### src/rtl/uart_tx_arbiter.sv
// -----------------------------------------------------------------------------
// uart_tx_arbiter
//
// Shares one uart_tx serializer between NREQ byte-stream requesters. Whole
// messages are arbitrated round-robin, so one requester's bytes never
// interleave with another's. The grant is held from a message's first byte
// through the byte flagged last. Each byte goes through the uart_tx handshake:
// a one-cycle tx_dv, then wait for tx_active, then wait for tx_done, then an
// optional idle gap of GAP_CLKS cycles.
//
// Parameters:
//   NREQ       number of requesters (2..8)
//   GAP_CLKS   idle cycles after tx_done before the next byte is fetched
//   STALL_CLKS owner-stall limit in FETCH (STALL_TIMEOUT_EN builds only)
//
// Ports:
//   clk        system clock
//   reset_n    synchronous active-low reset
//   req_data   byte from requester i on bits [8i+7:8i]
//   req_valid  requester i has a byte
//   req_last   byte from requester i ends its message
//   req_ready  byte from requester i accepted this cycle
//   grant      one-hot current owner, 0 when idle
//   busy       grant held or byte in flight
//   tx_dv      uart_tx i_TX_DV
//   tx_byte    uart_tx i_TX_Byte
//   tx_active  uart_tx o_TX_Active
//   tx_done    uart_tx o_TX_Done
//   stall_err  one-cycle pulse when a stalled message is abandoned
//
// Optional feature (compile-time macro STALL_TIMEOUT_EN):
//   defined   - an owner that withholds req_valid in FETCH for STALL_CLKS
//               cycles loses the grant and its partial message is dropped.
//   undefined - FETCH waits indefinitely and stall_err is tied low.
// -----------------------------------------------------------------------------
module uart_tx_arbiter #(
  parameter int NREQ       = 2,
  parameter int GAP_CLKS   = 10,
  parameter int STALL_CLKS = 1000000
) (
  input  logic              clk,
  input  logic              reset_n,
  input  logic [8*NREQ-1:0] req_data,
  input  logic [NREQ-1:0]   req_valid,
  input  logic [NREQ-1:0]   req_last,
  output logic [NREQ-1:0]   req_ready,
  output logic [NREQ-1:0]   grant,
  output logic              busy,
  output logic              tx_dv,
  output logic [7:0]        tx_byte,
  input  logic              tx_active,
  input  logic              tx_done,
  output logic              stall_err
);

  localparam int PTR_W = (NREQ > 1) ? $clog2(NREQ) : 1;
  localparam int GAP_W = (GAP_CLKS > 0) ? $clog2(GAP_CLKS + 1) : 1;

  typedef enum logic [2:0] {
    IDLE,
    FETCH,
    SEND,
    WAIT_ACT,
    WAIT_DONE,
    GAP
  } state_t;

  state_t             state_q, state_d;
  logic [NREQ-1:0]    grant_q, grant_d;
  logic [PTR_W-1:0]   owner_q, owner_d;
  logic [PTR_W-1:0]   ptr_q, ptr_d;
  logic [7:0]         tx_byte_q, tx_byte_d;
  logic               last_q, last_d;
  logic [GAP_W-1:0]   gap_q, gap_d;

  // Owner's request lines
  logic               sel_valid;
  logic               sel_last;
  logic [7:0]         sel_data;

  // Round-robin search result
  logic               arb_found;
  logic [PTR_W-1:0]   arb_idx;
  logic [PTR_W-1:0]   arb_cand;

  logic [PTR_W-1:0]   next_ptr;
  logic               byte_end;
  logic               stall_hit;

`ifdef STALL_TIMEOUT_EN
  localparam int STALL_W = (STALL_CLKS > 0) ? $clog2(STALL_CLKS + 1) : 1;
  logic [STALL_W-1:0] stall_q, stall_d;
`endif

  // ---------------------------------------------------------------------------
  // Owner request mux
  // ---------------------------------------------------------------------------
  always_comb begin
    sel_valid = 1'b0;
    sel_last  = 1'b0;
    sel_data  = '0;
    for (int unsigned i = 0; i < NREQ; i++) begin
      if (owner_q == PTR_W'(i)) begin
        sel_valid = req_valid[i];
        sel_last  = req_last[i];
        sel_data  = req_data[8*i +: 8];
      end
    end
  end

  // ---------------------------------------------------------------------------
  // Round-robin search: first valid requester at or after ptr, wrapping mod NREQ
  // ---------------------------------------------------------------------------
  always_comb begin
    arb_found = 1'b0;
    arb_idx   = '0;
    arb_cand  = '0;
    for (int unsigned k = 0; k < NREQ; k++) begin
      arb_cand = PTR_W'((32'(ptr_q) + k) % NREQ);
      if (!arb_found && req_valid[arb_cand]) begin
        arb_found = 1'b1;
        arb_idx   = arb_cand;
      end
    end
  end

  // Pointer moves past the current owner when its message ends or is dropped
  assign next_ptr = (owner_q == PTR_W'(NREQ - 1)) ? '0 : owner_q + PTR_W'(1);

  // ---------------------------------------------------------------------------
  // Next-state / outputs
  // ---------------------------------------------------------------------------
  always_comb begin
    state_d   = state_q;
    grant_d   = grant_q;
    owner_d   = owner_q;
    ptr_d     = ptr_q;
    tx_byte_d = tx_byte_q;
    last_d    = last_q;
    gap_d     = gap_q;
    req_ready = '0;
    tx_dv     = 1'b0;
    byte_end  = 1'b0;
    stall_hit = 1'b0;

    unique case (state_q)
      IDLE: begin
        if (arb_found) begin
          grant_d = NREQ'(1) << arb_idx;
          owner_d = arb_idx;
          state_d = FETCH;
        end
      end

      FETCH: begin
        req_ready = grant_q & req_valid;
        if (sel_valid) begin
          tx_byte_d = sel_data;
          last_d    = sel_last;
          state_d   = SEND;
        end
`ifdef STALL_TIMEOUT_EN
        else if (stall_q == STALL_W'(STALL_CLKS - 1)) begin
          stall_hit = 1'b1;
          grant_d   = '0;
          ptr_d     = next_ptr;
          state_d   = IDLE;
        end
`endif
      end

      SEND: begin
        tx_dv   = 1'b1;
        state_d = WAIT_ACT;
      end

      WAIT_ACT: begin
        if (tx_active) begin
          state_d = WAIT_DONE;
        end
      end

      WAIT_DONE: begin
        if (tx_done) begin
          // With no gap configured the GAP state is skipped entirely.
          if (GAP_CLKS == 0) begin
            byte_end = 1'b1;
          end else begin
            gap_d   = GAP_W'(GAP_CLKS);
            state_d = GAP;
          end
        end
      end

      GAP: begin
        // Counter enters at GAP_CLKS and the state lasts exactly GAP_CLKS cycles.
        if (gap_q <= GAP_W'(1)) begin
          gap_d    = '0;
          byte_end = 1'b1;
        end else begin
          gap_d = gap_q - GAP_W'(1);
        end
      end

      default: begin
        state_d = IDLE;
      end
    endcase

    if (byte_end) begin
      if (last_q) begin
        grant_d = '0;
        ptr_d   = next_ptr;
        state_d = IDLE;
      end else begin
        state_d = FETCH;
      end
    end
  end

`ifdef STALL_TIMEOUT_EN
  // Counts consecutive FETCH cycles with the owner's valid low; any accept or
  // leaving FETCH clears it.
  always_comb begin
    stall_d = '0;
    if (state_q == FETCH && !sel_valid && !stall_hit) begin
      stall_d = stall_q + STALL_W'(1);
    end
  end

  always_ff @(posedge clk) begin
    if (!reset_n) begin
      stall_q <= '0;
    end else begin
      stall_q <= stall_d;
    end
  end

  assign stall_err = stall_hit;
`else
  // STALL_CLKS only matters for the timeout build; fold it into a sink.
  logic unused_stall_clks;
  assign unused_stall_clks = |32'(STALL_CLKS) | stall_hit;
  assign stall_err         = 1'b0;
`endif

  // ---------------------------------------------------------------------------
  // State registers
  // ---------------------------------------------------------------------------
  always_ff @(posedge clk) begin
    if (!reset_n) begin
      state_q   <= IDLE;
      grant_q   <= '0;
      owner_q   <= '0;
      ptr_q     <= '0;
      tx_byte_q <= '0;
      last_q    <= 1'b0;
      gap_q     <= '0;
    end else begin
      state_q   <= state_d;
      grant_q   <= grant_d;
      owner_q   <= owner_d;
      ptr_q     <= ptr_d;
      tx_byte_q <= tx_byte_d;
      last_q    <= last_d;
      gap_q     <= gap_d;
    end
  end

  assign grant   = grant_q;
  assign busy    = (state_q != IDLE);
  assign tx_byte = tx_byte_q;

endmodule

### config.mk
export PLATFORM = sky130hd
export DESIGN_NAME = uart_tx_arbiter
export DESIGN_NICKNAME = d
export VERILOG_FILES = /design/src/rtl/uart_tx_arbiter.sv
export SDC_FILE = /design/constraint.sdc
export NUM_CORES = 1
export LEC_CHECK = 0
export CORE_UTILIZATION = 38
export CTS_BUF_LIST = sky130_fd_sc_hd__clkbuf_8 sky130_fd_sc_hd__clkbuf_16
export DETAILED_ROUTE_END_ITERATION = 6
export PLACE_DENSITY = 0.7
export SYNTH_ARGS = -nofsm -noshare
export SYNTH_HDL_FRONTEND = slang
export SYNTH_SLANG_ARGS = --single-unit
### constraint.sdc
create_clock -name clk -period 1.7 [get_ports clk]
set_clock_uncertainty 0.2 [all_clocks]
set_input_delay 0.255 -clock clk [delete_from_list [all_inputs] [get_ports clk]]
set_output_delay 0.255 -clock clk [all_outputs]
set_load 0.05 [all_outputs]
==> results.py <==
metrics = {
    "run_status": {
        "status": "finished clean",
    },
    "logic_synthesis": {
        "synth_ff_type": "dfxtp_1",
        "syn-mean-instance-area_um2": 8.66,
        "synth_warnings": 0,
        "syn-num-nets": 157,
        "ys_seq_area_frac": 0.353,
        "synth_async_sr_flop_share": 0,
        "synth_area_um2": 1130,
        "synth-edff-count": 0,
        "synth_cell_types": 35,
        "synth_seq_cells": 20,
        "syn_inst": 131,
    },
    "timing": {
        "final_hold_viol_count": 0,
        "setup_viol": 0,
        "grt_setup_unrepaired": "yes",
        "timing.final.ws_setup_ns": 0.00295,
        "fin_crit_ns": 1.70,
        "slew_viol_final": 0,
        "max_freq_mhz": 589,
        "fin_crit_sh": 0.998,
    },
    "worst_hold_path": {
        "hp-class": "flip-flop to flip-flop",
    },
    "drt": {
        "num_vias": 1112,
        "drt-initial-drc-count": 43,
        "drt.antenna.violating_nets": 0,
        "via_per_inst": 5.45,
        "wl_per_cell_um": 13.9,
        "drc_errors": 0,
        "wirelength_um": 2830,
        "drtPass1Iterations": 4,
    },
    "placed_design": {
        "place_inst": 198,
        "post_dp_cell_area_um2": 1600,
        "port_buffers": 37,
        "dpl.hpwl_um": 2020,
        "pre_cts_ws_ns": -0.120,
        "place_congestion": 0.831,
    },
    "global_route": {
        "grt_max_degree": 19,
        "track_usage": 0.187,
        "use_met3": 0.0369,
        "antenna_found_initial": 0,
        "use_met2": 0.339,
        "overflow": 0,
        "grtUsageMet1": 0.211,
        "grt_pass1_wl_um": 4700,
        "busiest_layer": "met2",
        "grt_pass1_vias": 1090,
    },
    "clocking": {
        "cts_buffers": 3,
        "clk_pin_slew_worst_paths_ns": 0.08,
        "cts-htree-levels": 1,
        "clock-root-buffer": "clkbuf_8",
        "clk_latency_ns": 0.26,
        "cts_tree": "built",
        "cts_sinks": 20,
        "ctsLongestPathBuffers": 2,
    },
    "pwr": {
        "switchingPower_uw": 593,
        "p_sw_frac": 0.342,
        "peakVddDrop_uv": 854,
        "p_per_area_nw_per_um2": 987,
        "leakagePower_uw": 0.000647,
        "intPower_uw": 1140,
        "seqPwrFrac": 0.328,
        "pwr-share-comb": 0.394,
        "pwr-share-clk": 0.279,
        "finalPower_uw": 1730,
    },
    "final_layout": {
        "nets": 200,
        "final_cell_count_no_fill": 204,
        "fin_area_um2": 1760,
        "num_antenna_cells": 0,
        "areaGrowthSynthToFinish_pct": 54.8,
        "drive_gt1_frac": 0.324,
        "post-route-util": 0.632,
    },
    "setup_path": {
        "criticalPathCategory": "flip-flop to primary output",
        "slowest_stage": "dfxtp_4",
        "timing.critical_path.arrival_ns": 1.24,
        "cp.required_ns": 1.24,
        "cp-end-kind": "primary output",
        "critPathMaxStageDelay_ns": 0.38,
        "crit_chain": "nor3_2 > inv_1 > buf_12",
        "critPathLaunchType": "flip-flop",
        "crit_fanout": 8,
    },
    "die": {
        "die_area_um2": 3210,
        "start_util": 0.408,
        "die_h_um": 56.7,
        "die_width_um": 56.7,
        "io_pins": 39,
        "core_um2": 2780,
        "rows": 19,
    },
    "run": {
        "maxCapViolCount": 0,
    },
}
==> sequential cells by signal, summed over array words and instances, names as in the netlist <==
name / flops
grant: 2
tx_byte: 8
owner_q: 1
last_q: 1
ptr_q: 1
state_q: 3
gap_q: 4
==> cell families after synthesis <==
logic type | synth area share
buffers and inverters | 0.0672
multiplexers | 0.106
flip-flops | 0.353
AO/OA/AOI/OAI | 0.207
other | 0.00330
AND/OR/NAND/NOR | 0.241
adder cells (fa/ha/maj) | 0.0220
==> final timing paths <==
check | slack (ns) | endpoint | cells after the start | from
worst max-delay path | 0.003 | busy | 3 | state_q[2]$_SDFFE_PN0P_
worst min register to register | 0.31 | state_q[1]$_SDFFE_PN0P_ | 1 | state_q[2]$_SDFFE_PN0P_
worst max register to register | 0.07 | ptr_q$_SDFFE_PN0P_ | 7 | gap_q[0]$_SDFFE_PN0P_
worst min-delay path | 0.31 | state_q[1]$_SDFFE_PN0P_ | 1 | state_q[2]$_SDFFE_PN0P_
==> layout make-up <==
type / instances / area [µm²]
clock buffers: 3 / 41.3
clock inverters: 1 / 30.0
fillers: 242 / 1020
inverters: 5 / 21.3
multi-input cells: 99 / 719
flip-flops and latches: 20 / 410
well taps: 31 / 38.8
repair buffers: 45 / 495
==> per-layer routing <==
layer / up-vias / wire, µm
li1: 545 / -
met1: 520 / 1140
met2: 40 / 1500
met3: 7 / 130
met4: 0 / 53
met5: - / 0
==> cell usage after synthesis (2+ instances only) <==
library cell,count,area share
buf_2,3,0.013
nor3_1,4,0.018
nand2_1,10,0.033
and3_1,2,0.011
nand2b_1,2,0.011
a21oi_1,11,0.049
o21ai_0,5,0.022
inv_1,4,0.013
dfxtp_1,20,0.35
ha_1,2,0.022
a211oi_2,9,0.099
nor2_1,24,0.079
nor2_2,2,0.011
mux2i_1,12,0.11
==> metrics by stage <==
step / TNS, ns / hold WS (ns)
global route: -0.184 / 0.338
global placement: -0.962 / 0.274
detailed placement: -1.14 / 0.279
floorplan: 0 / 0.196
CTS: 0 / 0.309
finish: 0 / 0.311
==> worst max-delay path, delay by kind of cell (launching register included) <==
kind	cells	cell delay [ns]
simple gates	1	0.29
buf+inv	2	0.31
flops	1	0.38
==> power groups by stage <==
stage | Clock, µW | Sequential [µW] | Combinational [µW]
global placement | 0 | 574 | 657
global route | 513 | 577 | 727
CTS | 488 | 570 | 681
floorplan | 0 | 678 | 322
finish | 483 | 568 | 683
detailed placement | 0 | 576 | 670
==> cells in the final DEF (no fill, tap or decap), drive strengths merged, types with 2 or more instances in the layout <==
cell type      netlist  layout
nor2                26      26
nand2               10      10
buf                  6      22
mux2i               12      12
a21oi               11      11
nand2b               2       2
clkbuf               1       3
dfxtp               20      20
and3                 2       2
inv                  4       4
ha                   2       2
nor3                 5       5
a211oi               9       9
clkdlybuf4s50        0      23
o21ai                5       5
==> repair_timing <==
action                                  in CTS  in global routing
buffers inserted                             2                  0
endpoints found under the setup margin       6                 12
gates resized for setup                     11                 11
pin swaps                                    3                  5
hold buffers                                 0                  0
Power figures use the tool's default switching activity.
